**src/rtl/usr_shift_seq.sv**
```systemverilog
// rtl/usr_shift_seq.sv - command sequencer driving an external universal shift register
// Accepts load/shift/rotate commands and steps the register through LOAD, SHIFT and DONE.
module usr_shift_seq #(
    parameter int WIDTH = 4,
    parameter int CNT_W = 3
) (
    input  logic             clk,
    input  logic             rst,
    input  logic             cmd_valid,
    output logic             cmd_ready,
    input  logic [1:0]       cmd_op,
    input  logic [WIDTH-1:0] cmd_data,
    input  logic [CNT_W-1:0] cmd_cnt,
    input  logic             cmd_fill,
    input  logic             abort,
    input  logic [WIDTH-1:0] usr_q,
    output logic [1:0]       usr_s,
    output logic [WIDTH-1:0] usr_pin,
    output logic             usr_srin,
    output logic             usr_slin,
    output logic             busy,
    output logic             done,
    output logic             aborted,
    output logic [WIDTH-1:0] result
);

    typedef enum logic [1:0] {
        S_IDLE  = 2'd0,
        S_LOAD  = 2'd1,
        S_SHIFT = 2'd2,
        S_DONE  = 2'd3
    } state_t;

    localparam logic [1:0] OP_LOAD = 2'b00;
    localparam logic [1:0] OP_SHR  = 2'b01;
    localparam logic [1:0] OP_SHL  = 2'b10;
    localparam logic [1:0] OP_ROR  = 2'b11;

    state_t           state_q, state_d;
    logic [1:0]       op_q, op_d;
    logic [WIDTH-1:0] data_q, data_d;
    logic [CNT_W-1:0] cnt_lat_q, cnt_lat_d;
    logic [CNT_W-1:0] cnt_q, cnt_d;
    logic             fill_q, fill_d;
    logic             aborted_q, aborted_d;
    logic [WIDTH-1:0] result_q, result_d;

    always_ff @(posedge clk or posedge rst) begin
        if (rst) begin
            state_q   <= S_IDLE;
            op_q      <= 2'b00;
            data_q    <= '0;
            cnt_lat_q <= '0;
            cnt_q     <= '0;
            fill_q    <= 1'b0;
            aborted_q <= 1'b0;
            result_q  <= '0;
        end else begin
            state_q   <= state_d;
            op_q      <= op_d;
            data_q    <= data_d;
            cnt_lat_q <= cnt_lat_d;
            cnt_q     <= cnt_d;
            fill_q    <= fill_d;
            aborted_q <= aborted_d;
            result_q  <= result_d;
        end
    end

    always_comb begin
        state_d   = state_q;
        op_d      = op_q;
        data_d    = data_q;
        cnt_lat_d = cnt_lat_q;
        cnt_d     = cnt_q;
        fill_d    = fill_q;
        aborted_d = 1'b0;
        result_d  = result_q;
        usr_s     = 2'b00;
        usr_srin  = 1'b0;
        usr_slin  = 1'b0;

        case (state_q)
            S_IDLE: begin
                if (cmd_valid) begin
                    op_d      = cmd_op;
                    data_d    = cmd_data;
                    cnt_lat_d = cmd_cnt;
                    fill_d    = cmd_fill;
                    state_d   = S_LOAD;
                end
            end
            S_LOAD: begin
                usr_s = 2'b11;
                cnt_d = cnt_lat_q;
                if (abort) begin
                    aborted_d = 1'b1;
                    state_d   = S_IDLE;
                end else if (op_q != OP_LOAD && cnt_lat_q != '0) begin
                    state_d = S_SHIFT;
                end else begin
                    state_d = S_DONE;
                end
            end
            S_SHIFT: begin
                case (op_q)
                    OP_SHR: begin
                        usr_s    = 2'b01;
                        usr_srin = fill_q;
                    end
                    OP_SHL: begin
                        usr_s    = 2'b10;
                        usr_slin = fill_q;
                    end
                    // Rotate feeds the outgoing LSB straight back into the MSB.
                    OP_ROR: begin
                        usr_s    = 2'b01;
                        usr_srin = usr_q[0];
                    end
                    default: usr_s = 2'b00;
                endcase
                cnt_d = cnt_q - 1'b1;
                if (abort) begin
                    aborted_d = 1'b1;
                    state_d   = S_IDLE;
                end else if (cnt_q == CNT_W'(1)) begin
                    state_d = S_DONE;
                end
            end
            S_DONE: begin
                result_d = usr_q;
                state_d  = S_IDLE;
            end
            default: state_d = S_IDLE;
        endcase
    end

    // Gated by rst so the handshake is closed for as long as reset is held.
    assign cmd_ready = (state_q == S_IDLE) && !rst;
    assign busy      = (state_q != S_IDLE);
    assign done      = (state_q == S_DONE);
    assign usr_pin   = data_q;
    assign aborted   = aborted_q;
    assign result    = result_q;

endmodule

```
**config.mk**
```make
export PLATFORM = sky130hd
export DESIGN_NAME = usr_shift_seq
export DESIGN_NICKNAME = d
export VERILOG_FILES = /design/src/rtl/usr_shift_seq.sv
export SDC_FILE = /design/constraint.sdc
export NUM_CORES = 1
export LEC_CHECK = 0
export CORE_ASPECT_RATIO = 0.8
export CORE_MARGIN = 2
export CORE_UTILIZATION = 48
export DETAILED_ROUTE_END_ITERATION = 7
export GPL_ROUTABILITY_DRIVEN = 0
export PLACE_DENSITY_LB_ADDON = 0.1
export SLEW_MARGIN = 5
export SYNTH_ARGS = -nofsm -noshare
export SYNTH_HDL_FRONTEND = slang
export SYNTH_SLANG_ARGS = --single-unit
```
**constraint.sdc**
```tcl
create_clock -name clk -period 4 [get_ports clk]
set_input_delay 0.8 -clock clk [delete_from_list [all_inputs] [get_ports clk]]
set_output_delay 0.8 -clock clk [all_outputs]
set_load 0.02 [all_outputs]
```
==> impl_results.md, run 1 <==
- Num CTS Buffers: 3
- Post-Layout Inst Area: 1414 sq um
- Skew-Pair Late Insertion Delay: 0.30 ns
- Post-route ant nets: 0
- Vias: 726
- Vias in the first global route: 769
- Post-DP Area: 1378 sq um
- Initial Util: 0.5277
- CTS max path bufs: 2
- Final worst setup slack: 0.9814 ns
- Status: complete, no violations
- # rows: 14
- Pre-CTS WS: 1.137 ns
- Gr ovfl total: 0
- Crit Path Category: reg2out
- Synth cell types: 25
- Largest stage delay, worst path: 0.60 ns
- TritonRoute pass-1 iters: 4
- Top_reg_cell synth: dfrtp_1
- Fin util: 0.7272
- Period Utilization, post-route: 0.7547
- P&R area growth vs syn: 37.81%
- PortBufs: 33
- Reg area: 500.5 sq um
- Worst hold path type: reg2reg
- Largest net degree at the start of global routing: 21
- Top-area cell type share of the netlist area: 0.4878
- Post-synth ARST share: 1.000
- Via density: 5.113
- Worst Path Required: 3.20 ns
- Routed len/inst: 14.26 um
- CP max stage cell: clkdlybuf4s50_1
- FILL cells: 154
- Final critical-path required period: 3.019 ns
- Leak Pwr: 0.6437 nW
- Mapped Nets: 108
- # IOs: 34
- CTS tree: yes
- Post-synth top cells: dfrtp_1, mux2_4, ha_1, inv_1, nor2_1
- Non-filler cells in the finished layout: 142
- # diodes: 0
- Syn_area_per_cell: 12.36 sq um
- Final setup fails: 0
- Fmax: 0.3313 GHz
- Core ar.: 1944 sq um
- Placed Cells: 138
- Design Power: 1.188 mW
- Seq/Total Area, Yosys: 0.4878
- First-pass GRT wire length: 3615 um
- Initial antenna violation count: 0
- CP cell instances: inv_1, ha_1, nand2_1, nor2_1, o21a_1, clkdlybuf4s50_1
- Post-synth EDFFs: 0
- Setup skew after layout: 0.002901 ns
- Flops & latches, synth: 20
- Syn Inst Count: 83
- Syn. warnings: 0
- Crit-path max FO: 11
- Slew Limit Headroom: 0.4933
- Final Hold Fails: 0
- Setup TNS: 0 ns
- Max IR drop VDD: 0.4855 mV
- GRT Total Usage: 0.1949
- Footprint of the multi-input gates: 494.2 sq um
- Critical path startpoint category: flop
- Area of the mapped netlist: 1026 sq um
- Worst-Margin Slew: 0.7592 ns
- Die area: 2526 sq um
- Max_cap viols: 0
- Hold WS: 0.5182 ns
- Worst setup EP type: primary output
- Residual DRC count: 0
- Slew Limit Fails: 0
- Area contributors post-synth: dfrtp_1, mux2_4, ha_1
- Dpl hpwl: 1554 um
- Hold Buf Count CTS: 0
- Final nets: 144
- RSZ-0062 raised after global routing: no
- Drt total wl: 2025 um
- # H-tree levels: 1
- 1st-iter DRT viols: 9
- Share of layout cells above drive strength 1: 0.1780
- Reg clk slew, reported paths: 0.11 ns
- Die H: 45.35 um
- Leading area contributor after synthesis: dfrtp_1
- TritonCTS Sinks: 20
- Pwr/cell area: 840.0 nW/um^2
- Post-CTS Setup Inserts: 0
- Die W: 55.69 um
- Count leader, synth: dfrtp_1
- # resized after CTS: 0
- Clock root cell: clkbuf_4
- Worst EP arrival: 2.22 ns
-- worst paths after layout --
| path | slack, ns | depth (start not counted) | from | to |
|---|---|---|---|---|
| worst max-delay path | 0.98 | 6 | state_q[0]$_DFFE_PP0P_ | usr_s[1] |
| worst min-delay path | 0.52 | 1 | result[1]$_DFFE_PP0P_ | result[1]$_DFFE_PP0P_ |
| worst max register to register | 2.45 | 5 | state_q[0]$_DFFE_PP0P_ | state_q[0]$_DFFE_PP0P_ |
| worst min register to register | 0.52 | 1 | result[1]$_DFFE_PP0P_ | result[1]$_DFFE_PP0P_ |
| max in group asynchronous | 2.58 | 2 | rst | op_q[1]$_DFFE_PP0P_ |
| min in group asynchronous | 0.95 | 2 | rst | state_q[0]$_DFFE_PP0P_ |
-- final cells by class --
cell class / instances / area share
flip-flops and latches: 20 / 0.3540
well taps: 24 / 0.02124
repair buffers: 33 / 0.2336
inverters: 6 / 0.01593
clock buffers: 4 / 0.02566
multi-input cells: 55 / 0.3496
-- critical path: cells and delay by family (launching register included) --
family	cells	cell delay [ns]
buf+inv	2	0.73
flops	1	0.44
fa+ha+maj	1	0.40
simple gates	2	0.21
compound gates	1	0.14
-- routing by layer --
layer | wire, um | GRT usage
met2 | 958 | 0.3571
met3 | 119 | 0.05731
met1 | 919 | 0.2212
met5 | 0 | 0
met4 | 27 | 0.07317
-- power by group --
part           switching, mW  total, mW  internal [mW]
Sequential            0.0717      0.380          0.308
Clock                 0.0631      0.119         0.0556
Combinational          0.321      0.689          0.368
-- cell usage in the layout (no fill, tap or decap), drive strengths merged, types with 2 or more instances in the layout --
cell type	n
nor2b	3
clkdlybuf4s50	33
o21ai	3
and2	2
clkbuf	4
nand2b	2
inv	6
a21oi	5
mux2	14
mux2i	3
dfrtp	20
nand2	4
ha	7
nor2	5
-- logic make-up after synthesis --
| logic type | after synthesis | synth area share |
|---|---|---|
| flip-flops | 20 | 0.4878 |
| AND/OR/NAND/NOR | 19 | 0.1024 |
| multiplexers | 17 | 0.2195 |
| AO/OA/AOI/OAI | 12 | 0.07440 |
| buffers and inverters | 8 | 0.03048 |
| adder cells (fa/ha/maj) | 7 | 0.08536 |
-- sequential cells by signal (all words and copies together) (netlist names) --
register and flops:
aborted 1, cnt_lat_q 3, cnt_q 3, fill_q 1
op_q 2, result 4, state_q 2, usr_pin 4
No activity file was read; power rests on OpenSTA's default activity.
==> run 2, diff against run 1 <==
CORE_UTILIZATION = 44   (was 48)
clock period = 3 ns   (was 4 ns; I/O delays follow)
==> run 2 against run 1 <==
Against the previous run: combinational power increased by 34%; cell area increased by 0.27%; sequential power increased by 34%; critical path depth unchanged; wire length decreased by 4.1%; register-to-register slack got worse by 0.91 ns; power increased by 33%; via count increased by 0.69%; die area increased by 8.4%; worst setup slack got worse by 0.74 ns; critical path type unchanged.
==> impl_results.md, run 2 (synthesis results as in run 1) <==
- Final nets: 144 (unchanged)
- Slew Limit Headroom: 0.4988 (+0.005506)
- PortBufs: 33 (unchanged)
- Final Hold Fails: 0 (unchanged)
- Post-route ant nets: 0 (unchanged)
- Vias: 731 (+0.69%)
- Critical path startpoint category: flop
- Status: complete, no violations
- Die W: 57.99 um (+4.1%)
- Worst Path Required: 2.40 ns (-0.80 ns)
- Clock root cell: clkbuf_4
- Post-CTS Setup Inserts: 0 (unchanged)
- Fmax: 0.3629 GHz
- Leak Pwr: 0.6416 nW (-0.32%)
- # resized after CTS: 0 (unchanged)
- 1st-iter DRT viols: 12 (+3)
- # rows: 15 (+1)
- Initial antenna violation count: 0 (unchanged)
- # H-tree levels: 1 (unchanged)
- Largest net degree at the start of global routing: 21 (unchanged)
- Skew-Pair Late Insertion Delay: 0.30 ns (about the same)
- Vias in the first global route: 694 (-9.8%)
- Drt total wl: 1942 um (-4.1%)
- CTS tree: yes
- Hold WS: 0.5174 ns (-0.0008110 ns)
- Routed len/inst: 13.58 um (-4.8%)
- Slew Limit Fails: 0 (unchanged)
- Gr ovfl total: 0 (unchanged)
- Setup skew after layout: 0.002174 ns (-0.0007266 ns)
- Pwr/cell area: 1118 nW/um^2 (+33%)
- Crit Path Category: reg2out
- RSZ-0062 raised after global routing: no
- TritonRoute pass-1 iters: 4 (unchanged)
- GRT Total Usage: 0.1598 (-0.03510)
- Setup TNS: 0 ns (unchanged)
- Initial Util: 0.4713 (-0.05641)
- TritonCTS Sinks: 20 (unchanged)
- Reg clk slew, reported paths: 0.11 ns (about the same)
- Worst hold path type: reg2reg
- CTS max path bufs: 2 (unchanged)
- FILL cells: 172 (+12%)
- Commonest non-fill, non-tap cell in the layout: clkdlybuf4s50_1
- Design Power: 1.584 mW (+33%)
- Core ar.: 2177 sq um (+12%)
- Num CTS Buffers: 3 (unchanged)
- First-pass GRT wire length: 3187 um (-12%)
- Final setup fails: 0 (unchanged)
- Die H: 47.19 um (+4.1%)
- Worst setup EP type: primary output
- Final critical-path required period: 2.755 ns
- Via density: 5.112 (about the same)
- Hold Buf Count CTS: 0 (unchanged)
- Most frequent cells in the layout: clkdlybuf4s50_1, dfrtp_1, mux2_4, inv_1, ha_1
- # IOs: 34 (unchanged)
- Worst-Margin Slew: 0.7509 ns (-0.008251 ns)
- Period Utilization, post-route: 0.9184
- Worst EP arrival: 2.16 ns (-0.06 ns)
- P&R area growth vs syn: 38.17%
- Max IR drop VDD: 0.8179 mV (+68%)
- Share of layout cells above drive strength 1: 0.1864 (+0.008475)
- Dpl hpwl: 1498 um (-3.6%)
- # diodes: 0 (unchanged)
- Die area: 2737 sq um (+8.4%)
- Max_cap viols: 0 (unchanged)
- Residual DRC count: 0 (unchanged)
- Crit-path max FO: 11 (unchanged)
run 2: cell types whose count changed in the layout (fill, tap and decap cells not counted):
cell	previous run	this run
ha_2	0	1
ha_1	7	6
run 2: power by group:
part	internal, mW	switching (mW)	total, mW
Clock	0.0741	0.0805	0.155
Combinational	0.493	0.428	0.920
Sequential	0.411	0.0980	0.509
Total	0.978	0.606	1.58
run 2: metal layers:
layer / share of wire / wire, um / up-vias / GRT usage
met2: 0.48 / 940 / 24 / 0.2750
met5: 0 / 0 / - / 0
met3: 0.070 / 135 / 2 / 0.05234
met1: 0.44 / 860 / 354 / 0.1990
li1: - / - / 351 / -
met4: 0.0031 / 6 / 0 / 0.04186
run 2: final timing paths:
path / startpoint / to / slack [ns] / cells after the start
setup reg to reg: state_q[0]$_DFFE_PP0P_ / state_q[0]$_DFFE_PP0P_ / 1.54 / 5
hold reg to reg: result[3]$_DFFE_PP0P_ / result[3]$_DFFE_PP0P_ / 0.52 / 1
setup / recovery: state_q[0]$_DFFE_PP0P_ / usr_s[1] / 0.24 / 6
hold / removal: result[3]$_DFFE_PP0P_ / result[3]$_DFFE_PP0P_ / 0.52 / 1
max in group asynchronous: rst / cnt_q[2]$_DFFE_PP0P_ / 1.79 / 2
min in group asynchronous: rst / state_q[1]$_DFFE_PP0P_ / 0.75 / 2
run 2: metrics by stage:
stage / utilization / worst slack [ns] / cells / instance area (sq um)
3_5_place_dp: 0.6333 / 0.5064 / 139 / 1379
5_1_grt: 0.6511 / 0.09640 / 143 / 1418
6_report: 0.6511 / 0.2447 / 143 / 1418
4_1_cts: 0.6500 / 0.1430 / 143 / 1415
3_3_place_gp: 0.6333 / 0.5699 / 139 / 1379
2_1_floorplan: - / 1.101 / 83 / 1026
run 2: worst max-delay path: stages, from the launching register on:
cell             delay (ns)
dfrtp_1                0.43
inv_1                  0.13
ha_2                   0.31
nand2_1                0.10
nor2_1                 0.13
o21a_1                 0.14
clkdlybuf4s50_1        0.61
run 2: cell type report:
| type | count | area (sq um) | area share |
|---|---|---|---|
| well taps | 25 | 31.28 | 0.02207 |
| multi-input cells | 55 | 496.7 | 0.3504 |
| clock buffers | 4 | 36.28 | 0.02560 |
| inverters | 6 | 22.52 | 0.01589 |
| repair buffers | 33 | 330.3 | 0.2330 |
| flip-flops and latches | 20 | 500.5 | 0.3530 |
==> run 3, diff against run 2 <==
clock period = 2.65 ns   (was 3 ns; I/O delays follow)
==> run 3 against run 2 <==
Against the previous run: flip-flop and latch count stayed put; critical endpoint is now cmd_ready; worst setup slack worse by 0.019 ns; clock skew is 0.0050 ns higher; die area stayed put; clock power is 10% higher; largest power group unchanged; highest routed layer is now met3; cell area is 1.4% higher.
==> impl_results.md, run 3 (synthesis results as in run 1) <==
- Dpl hpwl: 1547 um (+3.3%)
- Comb power frac: 0.583 (+0.002)
- Num CTS Buffers: 3 (unchanged)
- Via density: 5.105 (-0.14%)
- Switch Pwr: 0.6867 mW (+13%)
- Drt total wl: 1956 um (+0.72%)
- Commonest non-fill, non-tap cell in the layout: clkdlybuf4s50_1
- Worst Path Required: 2.12 ns (-0.28 ns)
- # H-tree levels: 1 (unchanged)
- Setup skew after layout: 0.007222 ns (+0.005048 ns)
- Initial Util: 0.4713 (unchanged)
- Clock share of power: 0.095 (-0.003)
- P&R area growth vs syn: 40.12%
- Leak Pwr: 0.6885 nW (+7.3%)
- PortBufs: 33 (unchanged)
- Pwr/cell area: 1252 nW/um^2 (+12%)
- Worst EP arrival: 1.89 ns (-0.27 ns)
- Worst path bufs/invs: 3 (+1)
- Final worst setup slack: 0.2257 ns (-0.01901 ns)
- Largest net degree at the start of global routing: 21 (unchanged)
- CTS tree: yes
- Placed Cells: 139 (unchanged)
- Most frequent cells in the layout: clkdlybuf4s50_1, dfrtp_1, mux2_4, inv_1
- Crit path max-delay family: buffers and inverters
- Die area: 2737 sq um (unchanged)
- Period Utilization, post-route: 0.9148
- CP cell instances: inv_1, ha_2, inv_1, nor2_1, clkdlybuf4s50_1
- Slew Limit Fails: 0 (unchanged)
- TritonCTS Sinks: 20 (unchanged)
- Residual DRC count: 0 (unchanged)
- First-pass GRT wire length: 3236 um (+1.5%)
- Fin util: 0.6603 (+0.009196)
- # diodes: 0 (unchanged)
- Slew Limit Headroom: 0.5124 (+0.01355)
- Final critical-path required period: 2.424 ns
- Max IR drop VDD: 0.7834 mV (-4.2%)
- Die W: 57.99 um (unchanged)
- Critical path startpoint category: flop
- Fmax: 0.4125 GHz
- Worst hold path type: reg2reg
- Max_cap viols: 0 (unchanged)
- # IOs: 34 (unchanged)
- Die H: 47.19 um (unchanged)
- Setup TNS: 0 ns (unchanged)
- Worst setup EP type: primary output
- Skew-Pair Late Insertion Delay: 0.29 ns (about the same)
- CTS max path bufs: 2 (unchanged)
- Status: complete, no violations
- RSZ-0062 raised after global routing: no
- Design Power: 1.800 mW (+14%)
- Pint: 1.113 mW (+14%)
- Post-CTS Setup Inserts: 0 (unchanged)
- Crit-path max FO: 4 (-7)
- CP max stage cell: clkdlybuf4s50_1
- Worst-Margin Slew: 0.7306 ns (-0.02031 ns)
- TritonRoute pass-1 iters: 4 (unchanged)
- Hold WS: 0.5168 ns (-0.0006320 ns)
- Core ar.: 2177 sq um (unchanged)
- Crit Path Category: reg2out
- Sequential share of power: 0.323 (+0.002)
- Post-DP Area: 1379 sq um (unchanged)
- Non-filler cells in the finished layout: 143 (unchanged)
- Switching Fraction: 0.3815 (-0.001233)
- Gr ovfl total: 0 (unchanged)
- Largest stage delay, worst path: 0.61 ns (about the same)
- GRT Total Usage: 0.1629 (+0.003125)
- FILL cells: 174 (+1.2%)
- 1st-iter DRT viols: 6 (-6)
- Final nets: 144 (unchanged)
- Post-Layout Inst Area: 1438 sq um (+1.4%)
- Final Hold Fails: 0 (unchanged)
- Final setup fails: 0 (unchanged)
- Post-route ant nets: 0 (unchanged)
- Pre-CTS WS: 0.2710 ns (-0.2354 ns)
- Initial antenna violation count: 0 (unchanged)
- Vias in the first global route: 744 (+7.2%)
- # rows: 15 (unchanged)
- Routed len/inst: 13.68 um (+0.72%)
- Cell repeated most along the worst path: inv_1
- Share of layout cells above drive strength 1: 0.1949 (+0.008475)
- Reg clk slew, reported paths: 0.11 ns (about the same)
- Clock root cell: clkbuf_4
- Vias: 730 (-0.14%)
==> run 3: power groups by stage <==
stage | Sequential, mW | Combinational [mW] | Clock [mW]
3_5_place_dp | 0.586 | 1.04 | 0
3_3_place_gp | 0.574 | 1.02 | 0
6_report | 0.581 | 1.05 | 0.171
4_1_cts | 0.579 | 1.05 | 0.180
2_1_floorplan | 0.646 | 0.600 | 0
5_1_grt | 0.607 | 1.14 | 0.193
==> run 3: routing by layer <==
metal | up-vias | wire length [um] | GRT usage | share of wire
li1 | 351 | - | - | -
met1 | 358 | 862 | 0.1941 | 0.44
met2 | 21 | 985 | 0.3000 | 0.50
met3 | 0 | 109 | 0.05234 | 0.056
met4 | 0 | 0 | 0.02791 | 0
met5 | - | 0 | 0 | 0
==> run 3: timing repair <==
| item | in CTS | in global routing |
|---|---|---|
| gates resized for setup | 1 | 5 |
| gates cloned | 0 | 0 |
| setup endpoints to repair | 2 | 3 |
| hold buffers | 0 | 0 |
==> run 3: final timing paths <==
check	startpoint	to	slack (ns)	depth (start not counted)
hold / removal	result[0]$_DFFE_PP0P_	result[0]$_DFFE_PP0P_	0.52	1
setup / recovery	state_q[1]$_DFFE_PP0P_	cmd_ready	0.23	5
min in group asynchronous	rst	state_q[1]$_DFFE_PP0P_	0.68	2
setup reg to reg	state_q[1]$_DFFE_PP0P_	cnt_lat_q[0]$_DFFE_PP0P_	1.23	4
hold reg to reg	result[0]$_DFFE_PP0P_	result[0]$_DFFE_PP0P_	0.52	1
max in group asynchronous	rst	usr_pin[2]$_DFFE_PP0P_	1.51	2
==> run 3: area by class of cell <==
type | instances | area (sq um) | area share
inverters | 6 | 22.52 | 0.01567
clock buffers | 4 | 36.28 | 0.02524
flip-flops and latches | 20 | 500.5 | 0.3481
well taps | 25 | 31.28 | 0.02176
multi-input cells | 55 | 509.2 | 0.3542
repair buffers | 33 | 337.8 | 0.2350
